`config.mk`:
```
export PLATFORM = sky130hd
export DESIGN_NAME = load_store_unit
export DESIGN_NICKNAME = d
export VERILOG_FILES = /design/src/rtl/load_store_unit.sv
export SDC_FILE = /design/constraint.sdc
export NUM_CORES = 1
export LEC_CHECK = 0
export BUFFER_PORTS_ARGS = -buffer_cell sky130_fd_sc_hd__buf_4
export CORE_UTILIZATION = 35
export DETAILED_ROUTE_END_ITERATION = 7
export HOLD_SLACK_MARGIN = 0.06
export SLEW_MARGIN = 20
export SYNTH_ARGS = -nofsm -noshare
export SYNTH_HDL_FRONTEND = slang
export SYNTH_SLANG_ARGS = --single-unit
```
`constraint.sdc`:
```
create_clock -name i_CLK -period 2.64 [get_ports i_CLK]
set_clock_uncertainty 0.1 [all_clocks]
set_input_delay 0.264 -clock i_CLK [delete_from_list [all_inputs] [get_ports i_CLK]]
set_output_delay 0.264 -clock i_CLK [all_outputs]
set_load 0.05 [all_outputs]
```
`src/rtl/load_store_unit.sv`:
```
// rtl/load_store_unit.sv - memory-stage load/store sequencer in front of wishbone_master
module load_store_unit #(
   parameter int DATA_WIDTH = 32,
   parameter int ADDR_WIDTH = 32
) (
   input  logic                  i_CLK,
   input  logic                  i_RST,
   input  logic                  i_EX_VALID,
   input  logic                  i_EX_LOAD,
   input  logic                  i_EX_STORE,
   input  logic [2:0]            i_EX_FUNCT3,
   input  logic [ADDR_WIDTH-1:0] i_EX_ADDR,
   input  logic [DATA_WIDTH-1:0] i_EX_WDATA,
   input  logic [4:0]            i_EX_RD,
   output logic                  o_STALL,
   output logic                  o_WB_VALID,
   output logic [4:0]            o_WB_RD,
   output logic [DATA_WIDTH-1:0] o_WB_DATA,
   output logic                  o_EXC,
   output logic [3:0]            o_EXC_CAUSE,
   output logic [ADDR_WIDTH-1:0] o_EXC_ADDR,
   output logic                  o_LSU_REQ,
   output logic [ADDR_WIDTH-1:0] o_LSU_ADDR,
   output logic [DATA_WIDTH-1:0] o_LSU_DATA,
   output logic                  o_LSU_WE,
   output logic [1:0]            o_LSU_HB,
   input  logic [DATA_WIDTH-1:0] i_LSU_DATA,
   input  logic                  i_LSU_GNT
);

   typedef enum logic [0:0] {S_IDLE, S_BUS} state_t;

   state_t                state_q;
   logic                  req_q, we_q, uns_q, wb_valid_q, exc_q;
   logic [ADDR_WIDTH-1:0] addr_q, exc_addr_q;
   logic [DATA_WIDTH-1:0] wdata_q, wb_data_q, wb_data_d;
   logic [1:0]            hb_q;
   logic [4:0]            rd_q, wb_rd_q;
   logic [3:0]            exc_cause_q;
   logic                  accept, illegal, misaligned;

   // Classify the op presented by execute; illegal encodings take priority over alignment
   always_comb begin
      accept     = (state_q == S_IDLE) && i_EX_VALID && (i_EX_LOAD || i_EX_STORE);
      illegal    = (i_EX_FUNCT3[1:0] == 2'b11) || (i_EX_FUNCT3 == 3'b110) ||
                   (i_EX_STORE && i_EX_FUNCT3[2]);
      misaligned = ((i_EX_FUNCT3[1:0] == 2'b10) && (i_EX_ADDR[1:0] != 2'b00)) ||
                   ((i_EX_FUNCT3[1:0] == 2'b01) && i_EX_ADDR[0]);
      o_STALL    = (accept && !illegal && !misaligned) ||
                   ((state_q == S_BUS) && !i_LSU_GNT);
   end

   // Zero-extend unsigned sub-word loads; the master already sign-extends signed ones
   always_comb begin
      wb_data_d = i_LSU_DATA;
      if (uns_q && (hb_q == 2'b00)) begin
         wb_data_d = {{(DATA_WIDTH-8){1'b0}}, i_LSU_DATA[7:0]};
      end else if (uns_q && (hb_q == 2'b01)) begin
         wb_data_d = {{(DATA_WIDTH-16){1'b0}}, i_LSU_DATA[15:0]};
      end
   end

   // Two-state sequencer: issue the request, hold it until grant, then return load data
   always_ff @(posedge i_CLK) begin
      if (i_RST) begin
         state_q     <= S_IDLE;
         req_q       <= 1'b0;
         we_q        <= 1'b0;
         uns_q       <= 1'b0;
         addr_q      <= '0;
         wdata_q     <= '0;
         hb_q        <= 2'b00;
         rd_q        <= 5'd0;
         wb_valid_q  <= 1'b0;
         wb_rd_q     <= 5'd0;
         wb_data_q   <= '0;
         exc_q       <= 1'b0;
         exc_cause_q <= 4'd0;
         exc_addr_q  <= '0;
      end else begin
         wb_valid_q <= 1'b0;
         exc_q      <= 1'b0;
         case (state_q)
            S_IDLE: begin
               if (accept) begin
                  if (illegal) begin
                     exc_q       <= 1'b1;
                     exc_cause_q <= 4'd2;
                     exc_addr_q  <= i_EX_ADDR;
                  end else if (misaligned) begin
                     exc_q       <= 1'b1;
                     exc_cause_q <= i_EX_LOAD ? 4'd4 : 4'd6;
                     exc_addr_q  <= i_EX_ADDR;
                  end else begin
                     addr_q  <= i_EX_ADDR;
                     wdata_q <= i_EX_WDATA;
                     we_q    <= i_EX_STORE;
                     hb_q    <= i_EX_FUNCT3[1:0];
                     uns_q   <= i_EX_FUNCT3[2];
                     rd_q    <= i_EX_RD;
                     req_q   <= 1'b1;
                     state_q <= S_BUS;
                  end
               end
            end
            S_BUS: begin
               if (i_LSU_GNT) begin
                  req_q   <= 1'b0;
                  state_q <= S_IDLE;
                  if (!we_q) begin
                     wb_valid_q <= 1'b1;
                     wb_data_q  <= wb_data_d;
                     wb_rd_q    <= rd_q;
                  end
               end
            end
            default: state_q <= S_IDLE;
         endcase
      end
   end

   assign o_WB_VALID  = wb_valid_q;
   assign o_WB_RD     = wb_rd_q;
   assign o_WB_DATA   = wb_data_q;
   assign o_EXC       = exc_q;
   assign o_EXC_CAUSE = exc_cause_q;
   assign o_EXC_ADDR  = exc_addr_q;
   assign o_LSU_REQ   = req_q;
   assign o_LSU_ADDR  = addr_q;
   assign o_LSU_DATA  = wdata_q;
   assign o_LSU_WE    = we_q;
   assign o_LSU_HB    = hb_q;

endmodule

```
==> results of run 1 <==
[final cells by class]
cell class                 count  share of cell area, %
multi-input combinational    412                   22.0
inverter                       2                 0.0845
tap                          180                   2.53
clock buffer                  24                   5.65
timing repair buffer         369                   34.2
clock inverter                 8                   2.17
sequential                   148                   33.3
[flip-flops by register name, indices dropped and copies added, names as in the netlist]
signal,cells
o_LSU_WE,1
o_EXC_CAUSE,2
rd_q,5
o_EXC_ADDR,32
o_WB_VALID,1
state_q,1
o_EXC,1
o_LSU_DATA,32
uns_q,1
o_WB_DATA,32
o_LSU_REQ,1
o_LSU_ADDR,32
o_LSU_HB,2
o_WB_RD,5
[cell families after synthesis]
group / synth area share [%]
simple gates: 20.0
compound gates: 17.4
flops: 57.9
buf+inv: 4.40
mux: 0.196
other cells: 0.0733
[cell usage in the layout (no fill, tap or decap), types with 2 or more instances in the layout]
cell / netlist / final
sky130_fd_sc_hd__buf_4: 2 / 264
sky130_fd_sc_hd__nand2_1: 228 / 228
sky130_fd_sc_hd__dfxtp_1: 148 / 148
sky130_fd_sc_hd__a21oi_1: 115 / 115
sky130_fd_sc_hd__dlygate4sd3_1: 0 / 104
sky130_fd_sc_hd__nor2_1: 21 / 21
sky130_fd_sc_hd__clkbuf_16: 0 / 17
sky130_fd_sc_hd__a22o_1: 16 / 16
sky130_fd_sc_hd__a22oi_1: 8 / 8
sky130_fd_sc_hd__bufinv_16: 0 / 6
sky130_fd_sc_hd__a32oi_1: 5 / 5
sky130_fd_sc_hd__clkbuf_8: 0 / 5
sky130_fd_sc_hd__nor2b_1: 3 / 3
sky130_fd_sc_hd__inv_1: 2 / 2
sky130_fd_sc_hd__nor4_4: 2 / 2
sky130_fd_sc_hd__conb_1: 1 / 2
sky130_fd_sc_hd__clkbuf_1: 21 / 2
[worst paths after layout]
| path | startpoint | end | depth (start not counted) |
|---|---|---|---|
| worst min register to register | rd_q[0] | o_WB_RD[0] | 2 |
| worst min-delay path | i_EX_FUNCT3[0] | o_LSU_HB[0] | 3 |
| worst max-delay path | i_EX_ADDR[1] | o_STALL | 6 |
| worst max register to register | state_q | o_EXC_CAUSE[1] | 5 |
[metrics by stage]
step | utilization (%) | area [um^2] | cells | power, W | setup WS, ns
after floorplan | - | 5120 | 606 | 0.00290 | 0.716
after global placement | 50.5 | 7120 | 1003 | 0.00323 | 0.385
after detailed placement | 50.5 | 7120 | 1003 | 0.00324 | 0.323
after CTS | 62.8 | 8860 | 1139 | 0.00616 | 0.0227
after global routing | 63.0 | 8890 | 1143 | 0.00634 | 0.0687
final | 63.0 | 8890 | 1143 | 0.00610 | 0.223
[worst max-delay path: cells and delay by family]
kind            cells  cell delay, ns
compound gates      2            0.40
buf+inv             3            0.92
simple gates        1            0.46
[layer usage]
layer  GRT usage [%]  routed length (um)  vias up
met5               0                   8        -
met4            7.70                 289        2
met3            8.03                1360       21
met2            38.8                8410      208
met1            24.9                6920     2521
li1                -                   -     2684
[power breakdown]
part           internal [W]  switching (W)
Combinational      0.000384       0.000574
Sequential          0.00232      0.0000481
Clock               0.00190       0.000875
[timing repair]
action / CTS / global route
buffers inserted: 0 / 4
setup endpoints to repair: 0 / 1
hold buffers: 104 / 0
endpoints found under the hold margin: 135 / 0
==> impl_metrics.json, run 1 <==
{
  "run_status": "completed",
  "floorplan.initialDensity_pct": 36.3,
  "first_iter_violations": 240,
  "die_area_mm2": 0.0151,
  "crit_path_cell_trace": "dlygate4sd3_1 > buf_4 > nor4_4 > o221ai_4 > o21ai_1 > buf_4",
  "cpPeakStageDelay_ns": 0.53,
  "synth_top_area_share_pct": 57.9,
  "timing.fmax_mhz": 414,
  "synth_top_flop_cell": "sky130_fd_sc_hd__dfxtp_1",
  "ir_worst_vdd_mv": 0.404,
  "worstPathMaxFanout": 7,
  "grtUsageTotal_pct": 22.2,
  "max-clock-path-buffers": 2,
  "antenna_violations_before_repair": 1,
  "sequential_element_share_of_the_synthesized_area_pct": 57.9,
  "first_global_vias": 5200,
  "vias_per_cell": 4.76,
  "async_reset_ff_share_pct": 0,
  "critical-path-top-cell-by-count": "sky130_fd_sc_hd__buf_4",
  "drt-total-wl_mm": 17.0,
  "post_cts_resize_count": 0,
  "num_io_pins": 254,
  "p_leak_nw": 3.82,
  "cpMaxStageDelayCell": "sky130_fd_sc_hd__dlygate4sd3_1",
  "yosys.cell_types.count": 27,
  "clk_transition_reported_paths_ns": 0.05,
  "number_of_enable_flip_flop_cells_after_synthesis": 0,
  "cts.root.buffer_cell": "sky130_fd_sc_hd__clkbuf_16",
  "synth.yosys.warnings": 0,
  "finalSetupViolCount": 0,
  "critPathArrivalTime_ns": 2.05,
  "antenna_left": 0,
  "timing_worst_setup_path_type": "input pin to output port",
  "layout-drive-gt1-share_pct": 31.3,
  "grt_max_degree": 69,
  "finalCritPeriodShare_pct": 91.6,
  "netlist.top_cell.by_area": "sky130_fd_sc_hd__dfxtp_1",
  "grt.overflow.total": 0,
  "cp-start-kind": "input pin",
  "die_y_um": 123,
  "area.growth.synth_to_final_pct": 73.7,
  "worstHoldPathType": "input pin to flop",
  "report.final.hold_viol_count": 0,
  "gp_routability_congestion": 0.818,
  "clk-insertion-delay-late_ns": 0.41,
  "worst_slew_margin_rel_pct": 32.8,
  "register_area_mm2": 0.00296,
  "die_w_um": 123,
  "worst_path_required_ns": 2.28,
  "endpoint_kind": "output port",
  "synth.cell_area_mm2": 0.00512,
  "std_cell_core_area_mm2": 0.0141,
  "diodes": 0,
  "cts.htree.levels": 4,
  "slew_viol_final": 0,
  "synth_most_common_cell": "sky130_fd_sc_hd__nand2_1",
  "dr_total_vias": 5436,
  "nFillCells": 1155,
  "tritoncts": "yes",
  "tightestPinTransition_ns": 1.00,
  "cts.sink_count": 148,
  "post_layout_minimum_cycle_time_ns": 2.42,
  "worst_hold_slack_ns": 0.0926,
  "ys_seq_elements": 148,
  "drc": 0,
  "post_synth_main_area_contributors": "sky130_fd_sc_hd__dfxtp_1 (58%), sky130_fd_sc_hd__nand2_1 (17%), sky130_fd_sc_hd__a21oi_1 (11%)",
  "count_of_standard_cell_rows": 43,
  "maxCapViolCount": 0,
  "post_dr_wirelength_cell_um": 14.9,
  "buffer_ports.inserted": 251,
  "setup.reg_to_reg.worst_slack_ns": 0.34,
  "layout.nets": 1060,
  "grt_pass1_wl_mm": 25.7,
  "totalNegativeSetupSlack_ns": 0,
  "pwr_density_cell_mw_per_mm2": 686,
  "multiInputGateArea_mm2": 0.00195,
  "netlist_instances": 605,
  "synthesis.area_per_instance_um2": 8.46,
  "dr.pass1.iters": 5,
  "rsz0062_at_grt": "false",
  "detailed_place_hpwl_mm": 11.1,
  "synthTopCellsByCount": "sky130_fd_sc_hd__nand2_1 (228), sky130_fd_sc_hd__dfxtp_1 (148), sky130_fd_sc_hd__a21oi_1 (115)",
  "cts_buf_count": 17
}
(Power assumes the default switching activity.)
==> run 2, diff against run 1 <==
--- a/config.mk
+++ b/config.mk
@@ -6,9 +6,12 @@
 export NUM_CORES = 1
 export LEC_CHECK = 0
 export BUFFER_PORTS_ARGS = -buffer_cell sky130_fd_sc_hd__buf_4
-export CORE_UTILIZATION = 35
+export CELL_PAD_IN_SITES_DETAIL_PLACEMENT = 1
+export CELL_PAD_IN_SITES_GLOBAL_PLACEMENT = 2
+export CORE_UTILIZATION = 26
 export DETAILED_ROUTE_END_ITERATION = 7
 export HOLD_SLACK_MARGIN = 0.06
+export PLACE_DENSITY_LB_ADDON = 0.1
 export SLEW_MARGIN = 20
 export SYNTH_ARGS = -nofsm -noshare
 export SYNTH_HDL_FRONTEND = slang
==> run 2 against run 1 <==
Sequential power is essentially flat. Worst hold slack lost 0.0081 ns. Critical path type unchanged. Combinational power grew 0.4%. Utilization shrank 16 points. Critical path depth is the same. Sequential cell count is the same. Global-route usage shrank 3.9 points. Power shrank 2.2%. Via count shrank 0.52%. Cell count grew 6.6%. Largest cell class unchanged. First-iteration DRC count shrank 46%. Clock-buffer cell count shrank 4.
==> impl_metrics.json, run 2 (same netlist as run 1, synthesis figures left out) <==
{
  "gp_routability_congestion": 0.720,
  "antenna_violations_before_repair": 0,
  "drt-total-wl_mm": 18.6,
  "tightestPinTransition_ns": 1.00,
  "cts.root.buffer_cell": "sky130_fd_sc_hd__clkbuf_16",
  "worstHoldPathType": "input pin to flop",
  "finalSetupViolCount": 0,
  "dr_total_vias": 5408,
  "max-clock-path-buffers": 2,
  "die_w_um": 142,
  "tritoncts": "yes",
  "first_iter_violations": 130,
  "pwr_density_cell_mw_per_mm2": 670,
  "dr.pass1.iters": 4,
  "power.total_w": 0.00597,
  "die_area_mm2": 0.0202,
  "worst_slew_margin_rel_pct": 32.7,
  "first_global_vias": 5743,
  "report.final.hold_viol_count": 0,
  "grt_pass1_wl_mm": 28.8,
  "area.growth.synth_to_final_pct": 74.2,
  "worst_path_required_ns": 2.28,
  "run_status": "completed",
  "final_common_cell": "sky130_fd_sc_hd__buf_4",
  "grt_max_degree": 133,
  "worstPathMaxFanout": 8,
  "crit_path_start": "i_EX_STORE",
  "cp-start-kind": "input pin",
  "cpPeakStageDelay_ns": 0.54,
  "crit_path_cell_trace": "dlygate4sd3_1 > buf_4 > a221oi_4 > o221ai_4 > o21ai_1 > buf_4",
  "antenna_left": 0,
  "count_of_standard_cell_rows": 50,
  "maxCapViolCount": 0,
  "timing_worst_setup_path_type": "input pin to output port",
  "die_y_um": 142,
  "most-common-layout-cells": "sky130_fd_sc_hd__buf_4 (258), sky130_fd_sc_hd__nand2_1 (228), sky130_fd_sc_hd__dfxtp_1 (148), sky130_fd_sc_hd__a21oi_1 (115), sky130_fd_sc_hd__dlygate4sd3_1 (104)",
  "clk_transition_reported_paths_ns": 0.05,
  "ir_worst_vdd_mv": 0.440,
  "post_layout_minimum_cycle_time_ns": 2.50,
  "cts.sink_count": 148,
  "p_leak_nw": 3.77,
  "placed_cell_area_mm2": 0.00723,
  "vias_per_cell": 4.44,
  "diodes": 0,
  "finalCritPeriodShare_pct": 94.8,
  "num_io_pins": 254,
  "path_buf_inv": 3,
  "final_cell_area_mm2": 0.00891,
  "layout.nets": 1055,
  "critical-path-top-cell-by-count": "sky130_fd_sc_hd__buf_4",
  "post_dr_wirelength_cell_um": 15.3,
  "slew_viol_final": 0,
  "detailed_place_hpwl_mm": 12.1,
  "totalNegativeSetupSlack_ns": 0,
  "rsz0062_at_grt": "false",
  "hold_path_startpoint": "i_LSU_GNT",
  "grt.overflow.total": 0,
  "clk-insertion-delay-late_ns": 0.42,
  "layout-drive-gt1-share_pct": 30.9,
  "post_cts_resize_count": 0,
  "worst_hold_slack_ns": 0.0845,
  "floorplan.initialDensity_pct": 26.9,
  "grtUsageTotal_pct": 18.4,
  "timing.fmax_mhz": 399,
  "path_delay_family": "buffers and inverters",
  "cts.htree.levels": 4,
  "cts_buf_count": 17,
  "std_cell_core_area_mm2": 0.0190,
  "drc": 0,
  "cpMaxStageDelayCell": "sky130_fd_sc_hd__dlygate4sd3_1",
  "buffer_ports.inserted": 251,
  "critPathArrivalTime_ns": 2.14,
  "endpoint_kind": "output port",
  "startpoint_of_the_worst_slack_reg_to_reg_timing_path": "state_q"
}
run 2: tightest hold or removal path: cells and delay by family:
family                 cells  cell delay (ns)
buffers and inverters      1             0.09
AND/OR/NAND/NOR            1             0.12
AO/OA/AOI/OAI              1             0.07
run 2: final cells by class:
type,instances,area [um^2]
clock buffers,20,437
clock inverters,12,203
fillers,2228,10100
inverters,2,7.51
multi-input cells,412,1960
flip-flops and latches,148,2960
well taps,260,325
repair buffers,364,3020
run 2: final timing paths:
check	depth (start not counted)	endpoint	slack, ns
worst min-delay path	3	state_q	0.08
worst min register to register	2	o_LSU_ADDR[9]	0.35
worst max-delay path	6	o_STALL	0.14
worst max register to register	5	o_EXC_ADDR[19]	0.82
run 2: what timing repair did:
action                                  CTS  global route
endpoints found under the setup margin    0             0
hold buffers                            104             0
setup buffers                             0             0
hold endpoints to repair                135             0
run 2: routing by layer:
layer,wire length (um),global-route usage (%),up-vias
li1,-,-,2675
met1,7780,20.4,2541
met2,9310,32.8,165
met3,1040,4.68,27
met4,454,8.21,0
met5,0,0,-
run 2: per-stage QoR:
| stage | util [%] | cells | worst slack, ns |
|---|---|---|---|
| global placement | 38.0 | 1082 | 0.703 |
| finish | 46.8 | 1218 | 0.136 |
| global route | 46.8 | 1218 | 0.0216 |
| floorplan | - | 606 | 0.716 |
| CTS | 46.8 | 1218 | 0.116 |
| detailed placement | 38.0 | 1082 | 0.622 |
run 2: where the power goes:
group          switching [W]  total (W)  internal (W)
logic               0.000579   0.000962      0.000383
registers          0.0000459    0.00236       0.00232
clock network       0.000959    0.00264       0.00168
